--- config.mk ---
export PLATFORM = sky130hd
export DESIGN_NAME = mc_control
export DESIGN_NICKNAME = d
export VERILOG_FILES = /design/src/rtl/mc_pkg.sv /design/src/rtl/alu_dec.sv /design/src/rtl/mc_control.sv
export SDC_FILE = /design/constraint.sdc
export NUM_CORES = 1
export LEC_CHECK = 0
export ABC_AREA = 1
export CAP_MARGIN = 0
export CORE_AREA = 2 2 39 41
export CTS_BUF_LIST = sky130_fd_sc_hd__clkbuf_8
export DETAILED_ROUTE_END_ITERATION = 8
export DIE_AREA = 0 0 41 43
export DONT_BUFFER_PORTS = 1
export GPL_ROUTABILITY_DRIVEN = 1
export PLACE_DENSITY = 0.72
export SYNTH_ARGS = -nofsm -noshare
export SYNTH_HDL_FRONTEND = slang
export SYNTH_SLANG_ARGS = --single-unit
--- constraint.sdc ---
create_clock -name clk -period 2.2 [get_ports clk]
set_clock_uncertainty 0.15 [all_clocks]
set_input_delay 0 -clock clk [delete_from_list [all_inputs] [get_ports clk]]
set_output_delay 0 -clock clk [all_outputs]
set_load 0.01 [all_outputs]
--- src/rtl/mc_pkg.sv ---
// Shared encodings for the multicycle control unit and the ALU it drives.
// Holds opcode/funct constants, ALU control codes, FSM state codes and mux selects.
// Ports: none (package only).
package mc_pkg;

  // Instruction opcodes, IR[31:26]
  localparam logic [5:0] OP_RTYPE = 6'b000000;
  localparam logic [5:0] OP_LW    = 6'b100011;
  localparam logic [5:0] OP_SW    = 6'b101011;
  localparam logic [5:0] OP_BEQ   = 6'b000100;
  localparam logic [5:0] OP_BNE   = 6'b000101;
  localparam logic [5:0] OP_J     = 6'b000010;
  localparam logic [5:0] OP_ADDI  = 6'b001000;
  localparam logic [5:0] OP_ANDI  = 6'b001100;
  localparam logic [5:0] OP_ORI   = 6'b001101;

  // R-type function codes, IR[5:0]
  localparam logic [5:0] FN_ADD = 6'b100000;
  localparam logic [5:0] FN_SUB = 6'b100010;
  localparam logic [5:0] FN_AND = 6'b100100;
  localparam logic [5:0] FN_OR  = 6'b100101;

  // ALU control codes, shared with the ALU
  localparam logic [3:0] ALUC_AND = 4'b0000;
  localparam logic [3:0] ALUC_OR  = 4'b0001;
  localparam logic [3:0] ALUC_ADD = 4'b0010;
  localparam logic [3:0] ALUC_SUB = 4'b0110;
  localparam logic [3:0] ALUC_BEQ = 4'b1000;
  localparam logic [3:0] ALUC_BNE = 4'b1100;

  // FSM state codes, visible on state_dbg
  localparam logic [3:0] ST_IDLE     = 4'd0;
  localparam logic [3:0] ST_FETCH    = 4'd1;
  localparam logic [3:0] ST_DECODE   = 4'd2;
  localparam logic [3:0] ST_MEM_ADDR = 4'd3;
  localparam logic [3:0] ST_MEM_RD   = 4'd4;
  localparam logic [3:0] ST_MEM_WB   = 4'd5;
  localparam logic [3:0] ST_MEM_WR   = 4'd6;
  localparam logic [3:0] ST_R_EXEC   = 4'd7;
  localparam logic [3:0] ST_R_WB     = 4'd8;
  localparam logic [3:0] ST_I_EXEC   = 4'd9;
  localparam logic [3:0] ST_I_WB     = 4'd10;
  localparam logic [3:0] ST_BRANCH   = 4'd11;
  localparam logic [3:0] ST_JUMP     = 4'd12;

  // ALU operand B select
  localparam logic [1:0] SRCB_REG     = 2'b00;
  localparam logic [1:0] SRCB_FOUR    = 2'b01;
  localparam logic [1:0] SRCB_IMM     = 2'b10;
  localparam logic [1:0] SRCB_IMM_SH2 = 2'b11;

  // PC source select
  localparam logic [1:0] PCSRC_ALU    = 2'b00;
  localparam logic [1:0] PCSRC_ALUOUT = 2'b01;
  localparam logic [1:0] PCSRC_JUMP   = 2'b10;

  // Which decode rule the ALU control uses in the current state
  typedef enum logic [2:0] {
    ACLS_NONE,
    ACLS_ADD,
    ACLS_R,
    ACLS_I,
    ACLS_BR
  } alu_cls_e;

endpackage

--- src/rtl/alu_dec.sv ---
// ALU control decoder: picks the ALU code for the current state class.
// Latency: purely combinational. Backpressure: none.
// Ports: cls (state class), opcode, funct in; aluc, funct_ok out.
module alu_dec
  import mc_pkg::*;
(
  input  alu_cls_e   cls,
  input  logic [5:0] opcode,
  input  logic [5:0] funct,
  output logic [3:0] aluc,
  output logic       funct_ok
);

  always_comb begin
    aluc     = 4'b0000;
    funct_ok = 1'b1;
    case (cls)
      ACLS_ADD: aluc = ALUC_ADD;
      ACLS_R: begin
        case (funct)
          FN_ADD:  aluc = ALUC_ADD;
          FN_SUB:  aluc = ALUC_SUB;
          FN_AND:  aluc = ALUC_AND;
          FN_OR:   aluc = ALUC_OR;
          default: begin
            // Unknown funct still drives ADD so the ALU sees a defined op.
            aluc     = ALUC_ADD;
            funct_ok = 1'b0;
          end
        endcase
      end
      ACLS_I: begin
        case (opcode)
          OP_ANDI: aluc = ALUC_AND;
          OP_ORI:  aluc = ALUC_OR;
          default: aluc = ALUC_ADD;
        endcase
      end
      ACLS_BR: aluc = (opcode == OP_BNE) ? ALUC_BNE : ALUC_BEQ;
      default: aluc = 4'b0000;
    endcase
  end

endmodule

--- src/rtl/mc_control.sv ---
// Multicycle MIPS-subset control FSM: fetch/decode/execute/memory/writeback sequencing.
// Latency: 3-5 cycles per instruction at zero wait; outputs Moore except FETCH ir/pc write and BRANCH pc_write.
// Backpressure: stalls in FETCH, MEM_RD, MEM_WR until mem_ready; no timeout.
// Ports: clk, rst_n; opcode/funct/zero/mem_ready in; ALU code, mux selects, enables,
//        illegal pulse and state_dbg out.
module mc_control
  import mc_pkg::*;
(
  input  logic       clk,
  input  logic       rst_n,
  input  logic [5:0] opcode,
  input  logic [5:0] funct,
  input  logic       zero,
  input  logic       mem_ready,
  output logic [3:0] aluc,
  output logic       alu_src_a,
  output logic [1:0] alu_src_b,
  output logic [1:0] pc_source,
  output logic       pc_write,
  output logic       ir_write,
  output logic       mem_read,
  output logic       mem_write,
  output logic       reg_write,
  output logic       i_or_d,
  output logic       reg_dst,
  output logic       mem_to_reg,
  output logic       illegal,
  output logic [3:0] state_dbg
);

  logic [3:0] state_q, state_d;
  alu_cls_e   alu_cls;
  logic       funct_ok;

  alu_dec u_alu_dec (
    .cls      (alu_cls),
    .opcode   (opcode),
    .funct    (funct),
    .aluc     (aluc),
    .funct_ok (funct_ok)
  );

  always_comb begin
    state_d    = state_q;
    alu_cls    = ACLS_NONE;
    alu_src_a  = 1'b0;
    alu_src_b  = SRCB_REG;
    pc_source  = PCSRC_ALU;
    pc_write   = 1'b0;
    ir_write   = 1'b0;
    mem_read   = 1'b0;
    mem_write  = 1'b0;
    reg_write  = 1'b0;
    i_or_d     = 1'b0;
    reg_dst    = 1'b0;
    mem_to_reg = 1'b0;
    illegal    = 1'b0;
    case (state_q)
      ST_IDLE: state_d = ST_FETCH;
      ST_FETCH: begin
        mem_read  = 1'b1;
        alu_cls   = ACLS_ADD;
        alu_src_b = SRCB_FOUR;
        // IR load and PC+4 commit only in the cycle memory delivers.
        ir_write  = mem_ready;
        pc_write  = mem_ready;
        if (mem_ready) state_d = ST_DECODE;
      end
      ST_DECODE: begin
        alu_cls   = ACLS_ADD;
        alu_src_b = SRCB_IMM_SH2;
        case (opcode)
          OP_RTYPE:                 state_d = ST_R_EXEC;
          OP_LW, OP_SW:             state_d = ST_MEM_ADDR;
          OP_BEQ, OP_BNE:           state_d = ST_BRANCH;
          OP_J:                     state_d = ST_JUMP;
          OP_ADDI, OP_ANDI, OP_ORI: state_d = ST_I_EXEC;
          default: begin
            illegal = 1'b1;
            state_d = ST_FETCH;
          end
        endcase
      end
      ST_MEM_ADDR: begin
        alu_cls   = ACLS_ADD;
        alu_src_a = 1'b1;
        alu_src_b = SRCB_IMM;
        state_d   = (opcode == OP_SW) ? ST_MEM_WR : ST_MEM_RD;
      end
      ST_MEM_RD: begin
        mem_read = 1'b1;
        i_or_d   = 1'b1;
        if (mem_ready) state_d = ST_MEM_WB;
      end
      ST_MEM_WB: begin
        reg_write  = 1'b1;
        mem_to_reg = 1'b1;
        state_d    = ST_FETCH;
      end
      ST_MEM_WR: begin
        mem_write = 1'b1;
        i_or_d    = 1'b1;
        if (mem_ready) state_d = ST_FETCH;
      end
      ST_R_EXEC: begin
        alu_cls   = ACLS_R;
        alu_src_a = 1'b1;
        if (funct_ok) begin
          state_d = ST_R_WB;
        end else begin
          illegal = 1'b1;
          state_d = ST_FETCH;
        end
      end
      ST_R_WB: begin
        reg_write = 1'b1;
        reg_dst   = 1'b1;
        state_d   = ST_FETCH;
      end
      ST_I_EXEC: begin
        alu_cls   = ACLS_I;
        alu_src_a = 1'b1;
        alu_src_b = SRCB_IMM;
        state_d   = ST_I_WB;
      end
      ST_I_WB: begin
        reg_write = 1'b1;
        state_d   = ST_FETCH;
      end
      ST_BRANCH: begin
        alu_cls   = ACLS_BR;
        alu_src_a = 1'b1;
        pc_source = PCSRC_ALUOUT;
        // Taken decision comes straight from the ALU compare this cycle.
        pc_write  = (opcode == OP_BNE) ? ~zero : zero;
        state_d   = ST_FETCH;
      end
      ST_JUMP: begin
        pc_write  = 1'b1;
        pc_source = PCSRC_JUMP;
        state_d   = ST_FETCH;
      end
      default: state_d = ST_IDLE;
    endcase
  end

  always_ff @(posedge clk or negedge rst_n) begin
    if (!rst_n) state_q <= ST_IDLE;
    else        state_q <= state_d;
  end

  assign state_dbg = state_q;

endmodule

Word level (Yosys, flattened, before mapping):

Cells that the tools add are included.

* flip-flop bits (word level): 4
* bits in latches: 0
* memory bits (writable): 0
* bits in read-only memories: 0
* input port bits: 16
* logic and storage cells: 77
* memories: 0

* add/sub/neg operators: 0
* multipliers: 0
* divide/modulo/power cells: 0
* magnitude comparators: 0
* equal/unequal tests: 31
* shifts and indexed selects: 0
* multiplexer cells: 29
* bitwise gates (word level): 1
* reductions and logical operators: 15

Operators with widths (count)
* $eq A6 B6 Y1 const B: 6
* $pmux W4 S8: 1
* $eq A4 B4 Y1 const B: 5
* $pmux W4 S5: 1
* $eq A6 B4 Y1 const B: 3
* $eq A4 B3 Y1 const B: 4
* $mux W4: 4
* $pmux W4 S4: 1
* $mux W1: 13
* $eq A6 B3 Y1 const B: 2
* $pmux W3 S4: 1
* $reduce_or A2 Y1: 5
* $pmux W3 S3: 1
* $reduce_or A3 Y1: 3
* $reduce_or A9 Y1: 1
* $eq A4 B2 Y1 const B: 2
* $pmux W2 S2: 2
* $reduce_or A4 Y1: 2
* $eq A3 B2 Y1 const B: 2
* $eq A6 B2 Y1 const B: 1
* $logic_not A6 Y1: 1
* $ne A2 B2 Y1 const B: 3
* $pmux W2 S3: 1
* $reduce_or A6 Y1: 1
* other kinds (10): 10

Depth between registers and ports, before layout:

* depth in word-level cells: 7
* depth in mapped cells: 9
* depth with buffers taken out: 9

Hierarchy:

From an unflattened synthesis, not the netlist that was laid out.

* cell total of the unflattened synthesis: 143
* area total of the unflattened synthesis: 716.9 um^2

Modules (own cells, without submodules)
* mc_control: times used 1, cells each 105, area an instance 553.0 um^2, seq. area each 100.1 um^2
* alu_dec: times used 1, cells each 38, area an instance 163.9 um^2, seq. area each 0.0 um^2

Worst setup path after synthesis:

OpenSTA, ideal clock, no wires.

* path type: register to output
* from: register state_q[0], in the netlist state_dbg[0]
* to: output aluc[2]
* arrival: 1229 ps
* data required time: 2050 ps
* path slack: 821 ps
* stages on the path, launching flop included: 4
* path buffers: 1
* cells stage by stage: dfrtp_1 -> buf_4 -> nand2_4 -> o41ai_1

* longest elaborated chain between the ends: 5

RTL lines
* start, declared: line mc_control.sv:31 `logic [3:0] state_q, state_d;`
* start signal, assigned: line mc_control.sv:149 `else state_q <= state_d;`
* $eq A4 B2 Y1 / $eq A4 B1 Y1 (equally long branches): line mc_control.sv:58 `case (state_q)`
* $reduce_or A3 Y1 (no source line)
* $pmux W3 S4 (*): line mc_control.sv:58
* $eq A3 B3 Y1 (tied with other cells): line alu_dec.sv:17 `case (cls)`
* $pmux W4 S4 (*): line alu_dec.sv:17
* end, declared: line mc_control.sv:15 `output logic [3:0] aluc,`

Mark *: on every way between the ends. The rest lies on a longest branch, timed or not.

Final worst setup path:

* from: register state_q[3], in the netlist state_dbg[3]
* to: register state_q[0], in the netlist state_dbg[0]

* longest elaborated chain between the ends: 7

RTL lines
* $eq A4 B2 Y1 / $eq A4 B1 Y1 (equally long branches): line mc_control.sv:58
* $reduce_or A3 Y1 (no source line)
* $pmux W3 S4: line mc_control.sv:58
* $eq A3 B2 Y1: line alu_dec.sv:17
* $mux W1: line alu_dec.sv:17
* $mux W4: line mc_control.sv:108 `if (funct_ok) begin`
* $pmux W4 S8: line mc_control.sv:58

Several ways; a longest one is shown, not always the timed one.
A chain may end at the register's enable or synchronous reset.

==> flow_summary_export.csv <==
group,metric,value,unit
sta,whs,0.00867,ns
synth,synth_top_area_share,15.4,%
worst_setup_path,cp-end-kind,"register",
cells_and_area,area_growth,18.3,%
die,die_w,41,µm
global_routing,antenna_found_initial,0,
synth,yosysTopAreaCell,"nand2_1",
worst_setup_path,cp-start-kind,"register",
route,routed_wl,1680,µm
cells_and_area,insertedDiodeCount,0,
sta,slew_headroom,62.5,%
hold_path,hp-start,"opcode[1]",
hold_path,min_to,"state_dbg[1]$_DFFE_PN0P_",
cells_and_area,largest_reg_flops,4,
synth,synth_seq_cells,4,
synth,yosysWarnings,0,
global_routing,overflow,0,
die,start_util,49.4,%
place,gp_congestion,0.751,
cts,cts_root_buf,"clkbuf_8",
sta,finalHoldViolations,0,
synth,synth_area_leaders,"nand2_1 (15%), dfrtp_1 (15%), nor2_1 (8.8%)",
synth,postSynthAreaPerCell,6.15,µm²
run_status,outcome,"complete, no violations",
route,vias_per_cell,5.36,
synth,synthesis.area,683,µm²
sta,setup_violations,0,
pwr,powerDensity,1110,nW/µm²
sta,fin_crit,2.02,ns
sta,clock.fmax,494,MHz
cells_and_area,final_util,58.4,%
pwr,power,0.899,mW
pwr,p_leak,0.395,nW
die,ios,38,
synth,ys_types,27,
worst_setup_path,path_class,"register to register",
worst_setup_path,crit_arrival,2.02,ns
sta,period_share,92.0,%
cts,htreeDepth,1,
die,dieArea,1760,µm²
sta,fin_setup_tns,0,ns
cts,numCtsBuffers,3,
global_routing,track_usage,22.4,%
hold_path,hold_class,"primary input to register",
route,num_vias,729,
sta,rsz0062_at_grt,"false",
hold_path,min_path_cells,6,
cts,clock_latency,0.22,ns
worst_setup_path,r2r_end,"state_dbg[0]$_DFFE_PN0P_",
cells_and_area,final_cell_mix,"nand2_1 (28), nor2_1 (16), inv_1 (12), nand3_1 (10), dlygate4sd3_1 (7)",
worst_setup_path,r2r_slack,0.18,ns
worst_setup_path,required,2.20,ns
route,route.detailed.drc,0,
global_routing,grt_max_degree,10,
cells_and_area,layout-drive-gt1-share,23.3,%
global_routing,grt_pass1_vias,712,
cells_and_area,fin_nets,138,
route,drt-pass1-iter-count,4,
die,row_count,14,
worst_setup_path,reg2regPathDepth,8,
worst_setup_path,worstPathMaxFanout,5,
job,max_cap_violations,0,
cts,cts_setup_buffers,0,
cts,tritoncts,"done",
sta,tightestPinTransition,0.556,ns
place,io_buffer_count,0,
cells_and_area,layout_commonest_cell,"nand2_1",
cts,clock_sinks,4,
cts,clk_pin_slew,0.03,ns
place,dp_hpwl,1340,µm
worst_setup_path,rr_startpoint,"state_dbg[3]$_DFFE_PN0P_",
route,wire_per_inst,12.4,µm
route,antenna_left,0,
sta,report.final.slew_viol_count,0,
route,drtIter0Drc,17,
synth,synthCells,111,
global_routing,grt_pass1_wl,2750,µm
pwr,ir_worst_vdd,0.000497,V
die,core,1380,µm²
cts,cts.path.max_buffers,2,
synth,synth_nets,127,
synth,synth-seq-area-share,14.7,%
die,die_h,43,µm
metal layers:
layer,routed length [µm],GRT usage [%]
met5,0,0
met4,0,5.33
met2,844,36.9
met3,138,7.85
met1,700,26.4
final cells by class:
class                           instances  area [µm²]
Clock buffer                            3        41.3
Fill cell                             129         576
Inverter                               19        73.8
Multi-Input combinational cell         87         502
Sequential cell                         4         101
Tap cell                               16        20.0
Timing Repair Buffer                    7        70.1
worst max-delay path, cell delays in order, from the launching register on:
cell,delay [ns]
dfrtp_1,0.47
nor2_2,0.19
nand2_1,0.12
nor2_2,0.15
nand2_1,0.09
nand3_1,0.10
nand2_1,0.07
o21ai_2,0.05
dlygate4sd3_1,0.56
stage by stage:
step	instance area, µm²	setup slack, ns	cells
6_report	808	0.177	136
5_1_grt	808	0.0870	136
4_1_cts	807	0.0849	136
3_5_place_dp	696	0.595	126
3_3_place_gp	696	0.644	126
2_1_floorplan	683	0.821	111
worst max-delay path by stage:
stage,start,endpoint,depth (start not counted)
final,state_dbg[3]$_DFFE_PN0P_,state_dbg[0]$_DFFE_PN0P_,8
after global routing,state_dbg[2]$_DFFE_PN0P_,state_dbg[0]$_DFFE_PN0P_,8
after CTS,state_dbg[0]$_DFFE_PN0P_,state_dbg[0]$_DFFE_PN0P_,8
after detailed placement,state_dbg[0]$_DFFE_PN0P_,aluc[2],2
after global placement,state_dbg[0]$_DFFE_PN0P_,aluc[2],2
after floorplan,state_dbg[0]$_DFFE_PN0P_,aluc[2],3
power by group:
group	switching, mW	internal [mW]	total [mW]	leakage (nW)
clock network	0.0389	0.117	0.156	0.0216
registers	0.0842	0.103	0.187	0.0505
logic	0.375	0.181	0.556	0.323
repair_timing:
action,CTS,global route
hold buffers,7,0
resized for setup,0,1
endpoints found under the hold margin,9,0
endpoints found under the setup margin,0,1
synth_stat cells:
master    instances
o21ai_4           1
o41ai_1           1
nand3_4           1
nor2_1           16
o21ai_1           5
o32ai_2           1
nor3_2            1
nor2_4            5
or2_1             1
nand2_2           1
inv_4             1
nand2_4           2
nand2_1          28
inv_2             6
or2_0             1
o21ai_2           1
inv_1            12
nand3_1          10
nand3b_1          1
a21oi_1           2
o21ai_0           1
nand4_1           3
o22ai_1           1
nor2_2            3
buf_4             1
nor2_8            1
dfrtp_1           4
logic make-up after synthesis:
| kind of cell | share of synthesized area, % |
|---|---|
| simple gates | 59.3 |
| compound gates | 14.1 |
| flops | 14.7 |
| buf+inv | 11.9 |
No activity file was read; power rests on OpenSTA's default activity.
